## src/rtl/fifo_v4_sram.sv

```systemverilog
// fifo_v4_sram: parametrised synchronous FIFO on an inferred 1-cycle-latency
// RAM, with a 2-entry prefetch stage giving first-word-fall-through output.
// Capacity DEPTH = RAM (DEPTH-2 entries) + 2 prefetch registers.
// Optional macro FIFO_V4_SRAM_ERR_STICKY_EN: makes err_o a sticky flag
// (cleared by reset/flush); otherwise err_o is a 1-cycle pulse.
module fifo_v4_sram #(
  parameter int DATA_WIDTH = 32,
  parameter int DEPTH      = 16,
  parameter int AFULL_TH   = DEPTH - 2,
  parameter int AEMPTY_TH  = 2,
  parameter int CNT_W      = $clog2(DEPTH + 1)
) (
  input  logic                  clk_i,
  input  logic                  rst_ni,
  input  logic                  flush_i,
  input  logic [DATA_WIDTH-1:0] data_i,
  input  logic                  push_i,
  output logic                  full_o,
  output logic                  almost_full_o,
  output logic [DATA_WIDTH-1:0] data_o,
  input  logic                  pop_i,
  output logic                  empty_o,
  output logic                  almost_empty_o,
  output logic [CNT_W-1:0]      usage_o,
  output logic                  err_o
);

  localparam int DEPTH_RAM = DEPTH - 2;
  localparam int PTR_W     = (DEPTH_RAM > 1) ? $clog2(DEPTH_RAM) : 1;
  localparam logic [PTR_W-1:0] PTR_LAST = PTR_W'(DEPTH_RAM - 1);
  localparam logic [CNT_W-1:0] DEPTH_C  = CNT_W'(DEPTH);
  localparam logic [CNT_W-1:0] AF_C     = CNT_W'(AFULL_TH);
  localparam logic [CNT_W-1:0] AE_C     = CNT_W'(AEMPTY_TH);

  // Storage
  logic [DATA_WIDTH-1:0] mem [DEPTH_RAM];
  logic [DATA_WIDTH-1:0] ram_rdata_q;
  logic [DATA_WIDTH-1:0] pf0_q, pf0_d, pf1_q, pf1_d;

  // Control state
  logic [PTR_W-1:0] wr_ptr_q, wr_ptr_d, rd_ptr_q, rd_ptr_d;
  logic [CNT_W-1:0] ram_cnt_q, ram_cnt_d;
  logic [CNT_W-1:0] usage_q, usage_d;
  logic [1:0]       pf_cnt_q, pf_cnt_d;
  logic             rd_pend_q, rd_pend_d;
  logic             err_q, err_d;

  logic push_acc, pop_acc, byp, ram_wr, rd_issue, err_cond;
  logic [1:0] n;

  // Status outputs come only from registered state
  assign full_o         = (usage_q == DEPTH_C);
  assign empty_o        = (usage_q == '0);
  assign almost_full_o  = (usage_q >= AF_C);
  assign almost_empty_o = (usage_q <= AE_C);
  assign usage_o        = usage_q;
  assign err_o          = err_q;
  assign data_o         = pf0_q;

  // Next-state: prefetch ordering is survivors, then landing RAM word, then bypass push
  always_comb begin
    push_acc  = push_i & ~full_o & ~flush_i;
    pop_acc   = pop_i & ~empty_o & ~flush_i;
    err_cond  = (push_i & full_o) | (pop_i & empty_o);
    pf0_d     = pf0_q;
    pf1_d     = pf1_q;
    n         = pf_cnt_q;
    byp       = 1'b0;
    if (pop_acc) begin
      pf0_d = pf1_q;
      n     = n - 2'd1;
    end
    if (rd_pend_q && !flush_i) begin
      if (n == 2'd0) pf0_d = ram_rdata_q;
      else           pf1_d = ram_rdata_q;
      n = n + 2'd1;
    end
    // Bypass only when nothing older sits in the RAM and a slot is free
    if (push_acc && ram_cnt_q == '0 && n < 2'd2) begin
      byp = 1'b1;
      if (n == 2'd0) pf0_d = data_i;
      else           pf1_d = data_i;
      n = n + 2'd1;
    end
    ram_wr    = push_acc & ~byp;
    // Issue a read whenever a slot will be free for it to land in
    rd_issue  = !flush_i && (ram_cnt_q != '0) && (n < 2'd2);

    wr_ptr_d  = wr_ptr_q;
    rd_ptr_d  = rd_ptr_q;
    if (ram_wr)   wr_ptr_d = (wr_ptr_q == PTR_LAST) ? '0 : wr_ptr_q + PTR_W'(1);
    if (rd_issue) rd_ptr_d = (rd_ptr_q == PTR_LAST) ? '0 : rd_ptr_q + PTR_W'(1);
    ram_cnt_d = ram_cnt_q + CNT_W'(ram_wr) - CNT_W'(rd_issue);
    usage_d   = usage_q + CNT_W'(push_acc) - CNT_W'(pop_acc);
    pf_cnt_d  = n;
    rd_pend_d = rd_issue;
`ifdef FIFO_V4_SRAM_ERR_STICKY_EN
    err_d     = err_q | err_cond;
`else
    err_d     = err_cond;
`endif

    if (flush_i) begin
      wr_ptr_d  = '0;
      rd_ptr_d  = '0;
      ram_cnt_d = '0;
      usage_d   = '0;
      pf_cnt_d  = '0;
      rd_pend_d = 1'b0;
      err_d     = 1'b0;
    end
  end

  // Control registers with synchronous active-low reset
  always_ff @(posedge clk_i) begin
    if (!rst_ni) begin
      wr_ptr_q  <= '0;
      rd_ptr_q  <= '0;
      ram_cnt_q <= '0;
      usage_q   <= '0;
      pf_cnt_q  <= '0;
      rd_pend_q <= 1'b0;
      err_q     <= 1'b0;
    end else begin
      wr_ptr_q  <= wr_ptr_d;
      rd_ptr_q  <= rd_ptr_d;
      ram_cnt_q <= ram_cnt_d;
      usage_q   <= usage_d;
      pf_cnt_q  <= pf_cnt_d;
      rd_pend_q <= rd_pend_d;
      err_q     <= err_d;
    end
  end

  // Prefetch payload registers; contents are don't-care while their slot is empty
  always_ff @(posedge clk_i) begin
    pf0_q <= pf0_d;
    pf1_q <= pf1_d;
  end

  // Inferred RAM: registered read, contents never cleared
  always_ff @(posedge clk_i) begin
    if (ram_wr && rst_ni)   mem[wr_ptr_q] <= data_i;
    if (rd_issue && rst_ni) ram_rdata_q   <= mem[rd_ptr_q];
  end

endmodule

```

## config.mk

```make
export PLATFORM = sky130hd
export DESIGN_NAME = fifo_v4_sram
export DESIGN_NICKNAME = d
export VERILOG_FILES = /design/src/rtl/fifo_v4_sram.sv
export SDC_FILE = /design/constraint.sdc
export NUM_CORES = 1
export LEC_CHECK = 0
export ABC_AREA = 1
export ABC_CLOCK_PERIOD_IN_PS = 9330
export BUFFER_PORTS_ARGS = -buffer_cell sky130_fd_sc_hd__buf_4
export CORE_MARGIN = 2
export CORE_UTILIZATION = 66
export DETAILED_ROUTE_END_ITERATION = 12
export GPL_ROUTABILITY_DRIVEN = 0
export HOLD_SLACK_MARGIN = 0.06
export PLACE_DENSITY = 0.85
export SKIP_LAST_GASP = 1
export SYNTH_ARGS = -nofsm -noshare
export SYNTH_HDL_FRONTEND = slang
export SYNTH_SLANG_ARGS = --single-unit
```

## constraint.sdc

```tcl
create_clock -name clk_i -period 9.33 [get_ports clk_i]
set_input_delay 0.933 -clock clk_i [delete_from_list [all_inputs] [get_ports clk_i]]
set_output_delay 0.933 -clock clk_i [all_outputs]
set_load 0.02 [all_outputs]
```

Yosys cells after proc, flatten, opt, wreduce, memory -nomap -nowiden --
Memories as Yosys holds them, arrays and structs flattened. A register that Yosys moved wholly into a read port is not among the register bits. Index checks and enable logic that the tools add are counted.
Word-level totals: input port bits 37, word-level logic and storage cells 70, output and inout bits 42, memories kept 1, bits in writable memories 448, register bits after elaboration 86
Operators by class: multiplexer cells 17, order comparisons 4, reduce and logical (&&, ||, !) cells 14, eq/ne operators 3, bitwise operators 13, $add $sub $neg 9
Memories:
- mem | depth 14, bits a word 32, read ports 1, clocked after Yosys merged registers in 1, write ports 1, RTL line 36 | logic [DATA_WIDTH-1:0] mem [DEPTH_RAM];
Operator list (count):
- two-way mux 32 bit | 9
- adder 5 x 1 -> 5 bit | 2
- zero test 5 bit | 2
- subtractor 5 x 1 -> 5 bit | 2
- adder 4 x 1 -> 4 bit, second input constant | 2
- == test 4 bit, second input constant | 2
- two-way mux 4 bit | 2
- bitwise AND 1 bit | 7
- logical AND 1 bit | 7
- two-way mux 2 bit | 3
- == test 5 bit, second input constant | 1
- >= comparator 5 x 4 -> 1 bit, second input constant | 1
- less-or-equal comparator 5 x 2 -> 1 bit, second input constant | 1
- inverter 1 bit | 5
- nonzero test 5 bit | 1
- adder 2 x 1 -> 2 bit, second input constant | 2
- zero test 2 bit | 2
- less-than comparator 2 bit, second input constant | 2
- two-way mux 1 bit | 3
- OR reduction 2 bit | 1
- subtractor 2 x 1 -> 2 bit, second input constant | 1
- zero test 1 bit | 1
- OR 1 bit | 1

Longest topological paths before layout --
depth in word-level cells 15, depth in mapped cells 22, mapped depth without buffers 22

Least setup slack after synthesis --
No wires, ideal clock.
path type input to register, start in pop_i, end reg ram_rdata_q[0] (read register of mem), enable pin, library setup time 0.421 ns, required time 8.909 ns, arrival time 3.616 ns, buffers on the path 0, cell stages on the path 12, slack 5.293 ns, cells stage by stage inv_1 -> nor2_2 -> nand2_2 -> nand2_2 -> nand3_1 -> nand2_2 -> nand2_1 -> inv_2 -> ha_1 -> nand2_1 -> nand4_1 -> nor2_1
On the way: longest elaborated chain between the ends 11, elaborated cells between the ends (all ways) 12, classes of those cells add/sub: 2; order compare: 2; mux: 3; bitwise: 2; reduce/logical: 3
RTL lines:
- from (decl) | RTL line 21 | input logic pop_i,
- bitwise AND 1 bit (*) (2 in a row) | RTL line 63 | pop_acc = pop_i & ~empty_o & ~flush_i;
- two-way mux 2 bit (*) | RTL line 69 | if (pop_acc) begin
- adder 2 x 1 -> 2 bit | RTL line 76 | n = n + 2'd1;
- two-way mux 2 bit (*) | RTL line 73 | if (rd_pend_q && !flush_i) begin
- less-than comparator 2 bit | RTL line 79 | if (push_acc && ram_cnt_q == '0 && n < 2'd2) begin
- logical AND 1 bit | RTL line 79
- two-way mux 2 bit (*) | RTL line 79
- less-than comparator 2 bit (*) | RTL line 87 | rd_issue = !flush_i && (ram_cnt_q != '0) && (n < 2'd2);
- logical AND 1 bit (*) | RTL line 87
- logical AND 1 bit (*) | RTL line 144 | if (rd_issue && rst_ni) ram_rdata_q <= mem[rd_ptr_q];
- to (decl) | RTL line 37 | logic [DATA_WIDTH-1:0] ram_rdata_q;
Every way passes the cells marked *; elsewhere a longest branch is shown, timed or not. A chain may end at the register's enable or synchronous reset.

Worst setup path after layout --
start reg usage_q[2] (netlist: usage_o[2]), end reg ram_cnt_q[4]
On the way: longest elaborated chain between the ends 14, elaborated cells between the ends (all ways) 23, classes of those cells add/sub: 4; order compare: 2; eq/ne: 1; mux: 4; bitwise: 8; reduce/logical: 4
RTL lines:
- from (decl) | RTL line 43 | logic [CNT_W-1:0] usage_q, usage_d;
- from (signal assigned) | RTL line 128 | usage_q <= usage_d;
- zero test 5 bit | RTL line 53 | assign empty_o = (usage_q == '0);
- inverter 1 bit | RTL line 63
- bitwise AND 1 bit (2 in a row) | RTL line 63
- two-way mux 2 bit | RTL line 69
- adder 2 x 1 -> 2 bit | RTL line 76
- two-way mux 2 bit | RTL line 73
- less-than comparator 2 bit | RTL line 79
- logical AND 1 bit | RTL line 79
- two-way mux 1 bit | RTL line 79
- inverter 1 bit | RTL line 85 | ram_wr = push_acc & ~byp;
- bitwise AND 1 bit | RTL line 85
- adder 5 x 1 -> 5 bit | RTL line 93 | ram_cnt_d = ram_cnt_q + CNT_W'(ram_wr) - CNT_W'(rd_issue);
- subtractor 5 x 1 -> 5 bit (*) | RTL line 93
- to (signal assigned) | RTL line 127 | ram_cnt_q <= ram_cnt_d;
- to (decl) | RTL line 42 | logic [CNT_W-1:0] ram_cnt_q, ram_cnt_d;
Marked as above.

==> impl_metrics.csv <==
group,metric,value,unit
cells_and_area,multi_input_area,5910,um^2
status,status,"completed",
global_route,grtUsageMet1,42.0,%
cells_and_area,drive_gt1_share,11.5,%
sta,maxSlewHeadroom,13.4,%
sta,min_period_over_period,46.0,%
pwr,total_power,6.49,mW
logic_synthesis,async_flop_share,0,%
routing,wirelength,55700,um
cts,clock-sinks,566,
logic_synthesis,synth_cell_types,37,
global_route,track_usage,30.9,%
global_route,grt_max_degree,88,
sta,grt_setup_unrepaired,"false",
sta,drv_slew,0,
placed_design,dp.cells,2408,
pwr,vdd_drop_max,0.187,mV
global_route,gr-total-overflow,0,
sta,skew,13.3,ps
logic_synthesis,synth_most_common_cell,"edfxtp_1",
cts,holdBufCountCts,0,
global_route,grt_pass1_wl,85000,um
routing,ant_nets,0,
global_route,busiest_layer,"met2",
logic_synthesis,ys_warn_count,0,
global_route,antenna_found_initial,1,
cts,clk_latency,580,ps
worst_setup_path,startpoint_type,"register",
sta,min_period,4290,ps
cts,clkTransAtPathRegs,60,ps
sta,max_clock_freq,233,MHz
sta,tns,0,ps
die,core_area,34300,um^2
cells_and_area,instances_no_fill,2508,
die,die_height,190,um
cells_and_area,fin_nets,2064,
cells_and_area,seqCellArea,16100,um^2
logic_synthesis,synthTopCellsByArea,"edfxtp_1, o21ai_0, dfxtp_1",
cells_and_area,antenna_cells,0,
pwr,powerDensity,254,nW/um^2
routing,first_pass_iters,6,
logic_synthesis,synth_common_cells,"edfxtp_1, o21ai_0, nor2_1",
placed_design,portBuffers,78,
global_route,grt_pass1_vias,15500,
routing,routedWlPerCell,22.2,um
die,start_util,66.7,%
cts,cts_buffer_depth,3,
logic_synthesis,syn_area,22900,um^2
logic_synthesis,yosysTopAreaCell,"edfxtp_1",
global_route,grt_use_met3,5.94,%
worst_hold_path,hold_class,"register to register",
worst_setup_path,end_kind,"register",
routing,drtIter0Drc,2090,
die,die_x,190,um
cts,clockRootBuffer,"clkbuf_16",
routing,vias_per_cell,6.33,
cells_and_area,utilization,74.6,%
worst_setup_path,critPathKind,"register to register",
worst_setup_path,cp_max_fo,37,
logic_synthesis,synth.avg_cell_area,11.6,um^2
routing,num_vias,15900,
die,pin_count,79,
sta,finalHoldViolCount,0,
die,row_count,68,
cts,htreeDepth,2,
logic_synthesis,synth_edf_count,480,
die,die-area,36100,um^2
logic_synthesis,synth_top_area_share,63.1,%
logic_synthesis,synthFlopType,"edfxtp_1",
logic_synthesis,synth_cells,1968,
sta,max_slew.worst_pin.slew,1300,ps
logic_synthesis,synth.net_count,2024,
cts,cts_buffers,53,
placed_design,hpwl,30700,um
pwr,leakage,8.95,nW
logic_synthesis,ys_seq_elements,566,
worst_setup_path,cp.arrival,4750,ps
cells_and_area,area_delta_synth_final,11.9,%
routing,post-route-drc-count,0,
cts,post_cts_buffers,0,
sta,setup_violations,0,
global_route,gr-usage-met2,49.9,%
cells_and_area,nFillCells,1958,
cts,cts_tree,"yes",
flow_run,maxCapViolations,0,
logic_synthesis,ys_seq_area_share,70.6,%
worst_setup_path,worstPathRequired,9780,ps
cts,cts_resized,0,
[final timing paths]
path | cells past startpoint | endpoint | slack, ps | start
worst max-delay path | 22 | ram_cnt_q[4]$_SDFF_PP0_ | 5040 | usage_o[2]$_SDFF_PP0_
worst min-delay path | 2 | rd_ptr_q[3]$_SDFFE_PP0P_ | 550 | rd_ptr_q[3]$_SDFFE_PP0P_
worst max register to register | 22 | ram_cnt_q[4]$_SDFF_PP0_ | 5040 | usage_o[2]$_SDFF_PP0_
worst min register to register | 2 | rd_ptr_q[3]$_SDFFE_PP0P_ | 550 | rd_ptr_q[3]$_SDFFE_PP0P_
[sequential cells by signal, indices dropped and copies added, names as in the netlist]
name	cells
data_o	32
err_o	1
mem	448
pf1_q	32
pf_cnt_q	2
ram_cnt_q	5
ram_rdata_q	32
rd_pend_q	1
rd_ptr_q	4
usage_o	5
wr_ptr_q	4
[worst max-delay path: stages, from the launching register on]
cell and delay [ps]:
dfxtp_1 350, inv_1 130, ha_1 180, nand3_1 210
nand2_2 650, nand2_1 140, nand2_2 160, nand3_4 120
nand2_1 100, inv_2 60, ha_1 270, nand2_1 110
nand3_1 110, nor2_1 200, nand2_1 140, o21ai_0 100
ha_1 200, inv_1 60, fa_1 420, nor3_1 190
a211oi_1 80, o21ai_0 140, a21oi_1 50
[layout by cell type, fill, tap and decap left out, drive strengths merged, types with 27 or more instances in the layout]
cell,count
a21oi,35
a22oi,32
buf,96
clkbuf,64
clkinv,27
dfxtp,86
edfxtp,480
inv,115
nand2,283
nor2,308
o21ai,387
[layout make-up]
cell class,instances,area share (%)
Clock buffer,64,5.51
Clock inverter,36,1.52
Inverter,115,1.70
Multi-Input combinational cell,1176,23.1
Sequential cell,566,63.1
Tap cell,455,2.23
Timing Repair Buffer,96,2.82
[routing by layer]
layer	vias to the layer above	wire length [um]	part of all wire, %
li1	7038	-	-
met1	7612	20800	37
met2	1066	26600	48
met3	150	6530	12
met4	2	1710	3.1
met5	-	8	0.014
[stage by stage]
step / instance area (um^2) / hold slack, ps / worst slack (ps)
2_1_floorplan: 22900 / 498 / 5290
3_3_place_gp: 23800 / 502 / 4900
3_5_place_dp: 23800 / 521 / 4760
4_1_cts: 25600 / 532 / 5080
5_1_grt: 25600 / 571 / 4620
6_report: 25600 / 550 / 5040
[kinds of logic after synthesis]
logic type	after synthesis	synth area share [%]
AO/OA/AOI/OAI	512	12.8
XOR/XNOR	2	0.0767
adder cells (fa/ha/maj)	19	1.11
buffers and inverters	226	4.08
flip-flops	566	70.6
AND/OR/NAND/NOR	643	11.4
[power by group]
group          total, mW  leakage, nW  internal [mW]  switching [mW]
combinational       1.19         3.03          0.407           0.785
clock               2.22        0.882           1.32           0.895
sequential          3.08         5.04           2.96           0.124
Note: power is estimated with default switching activity, not from simulation.
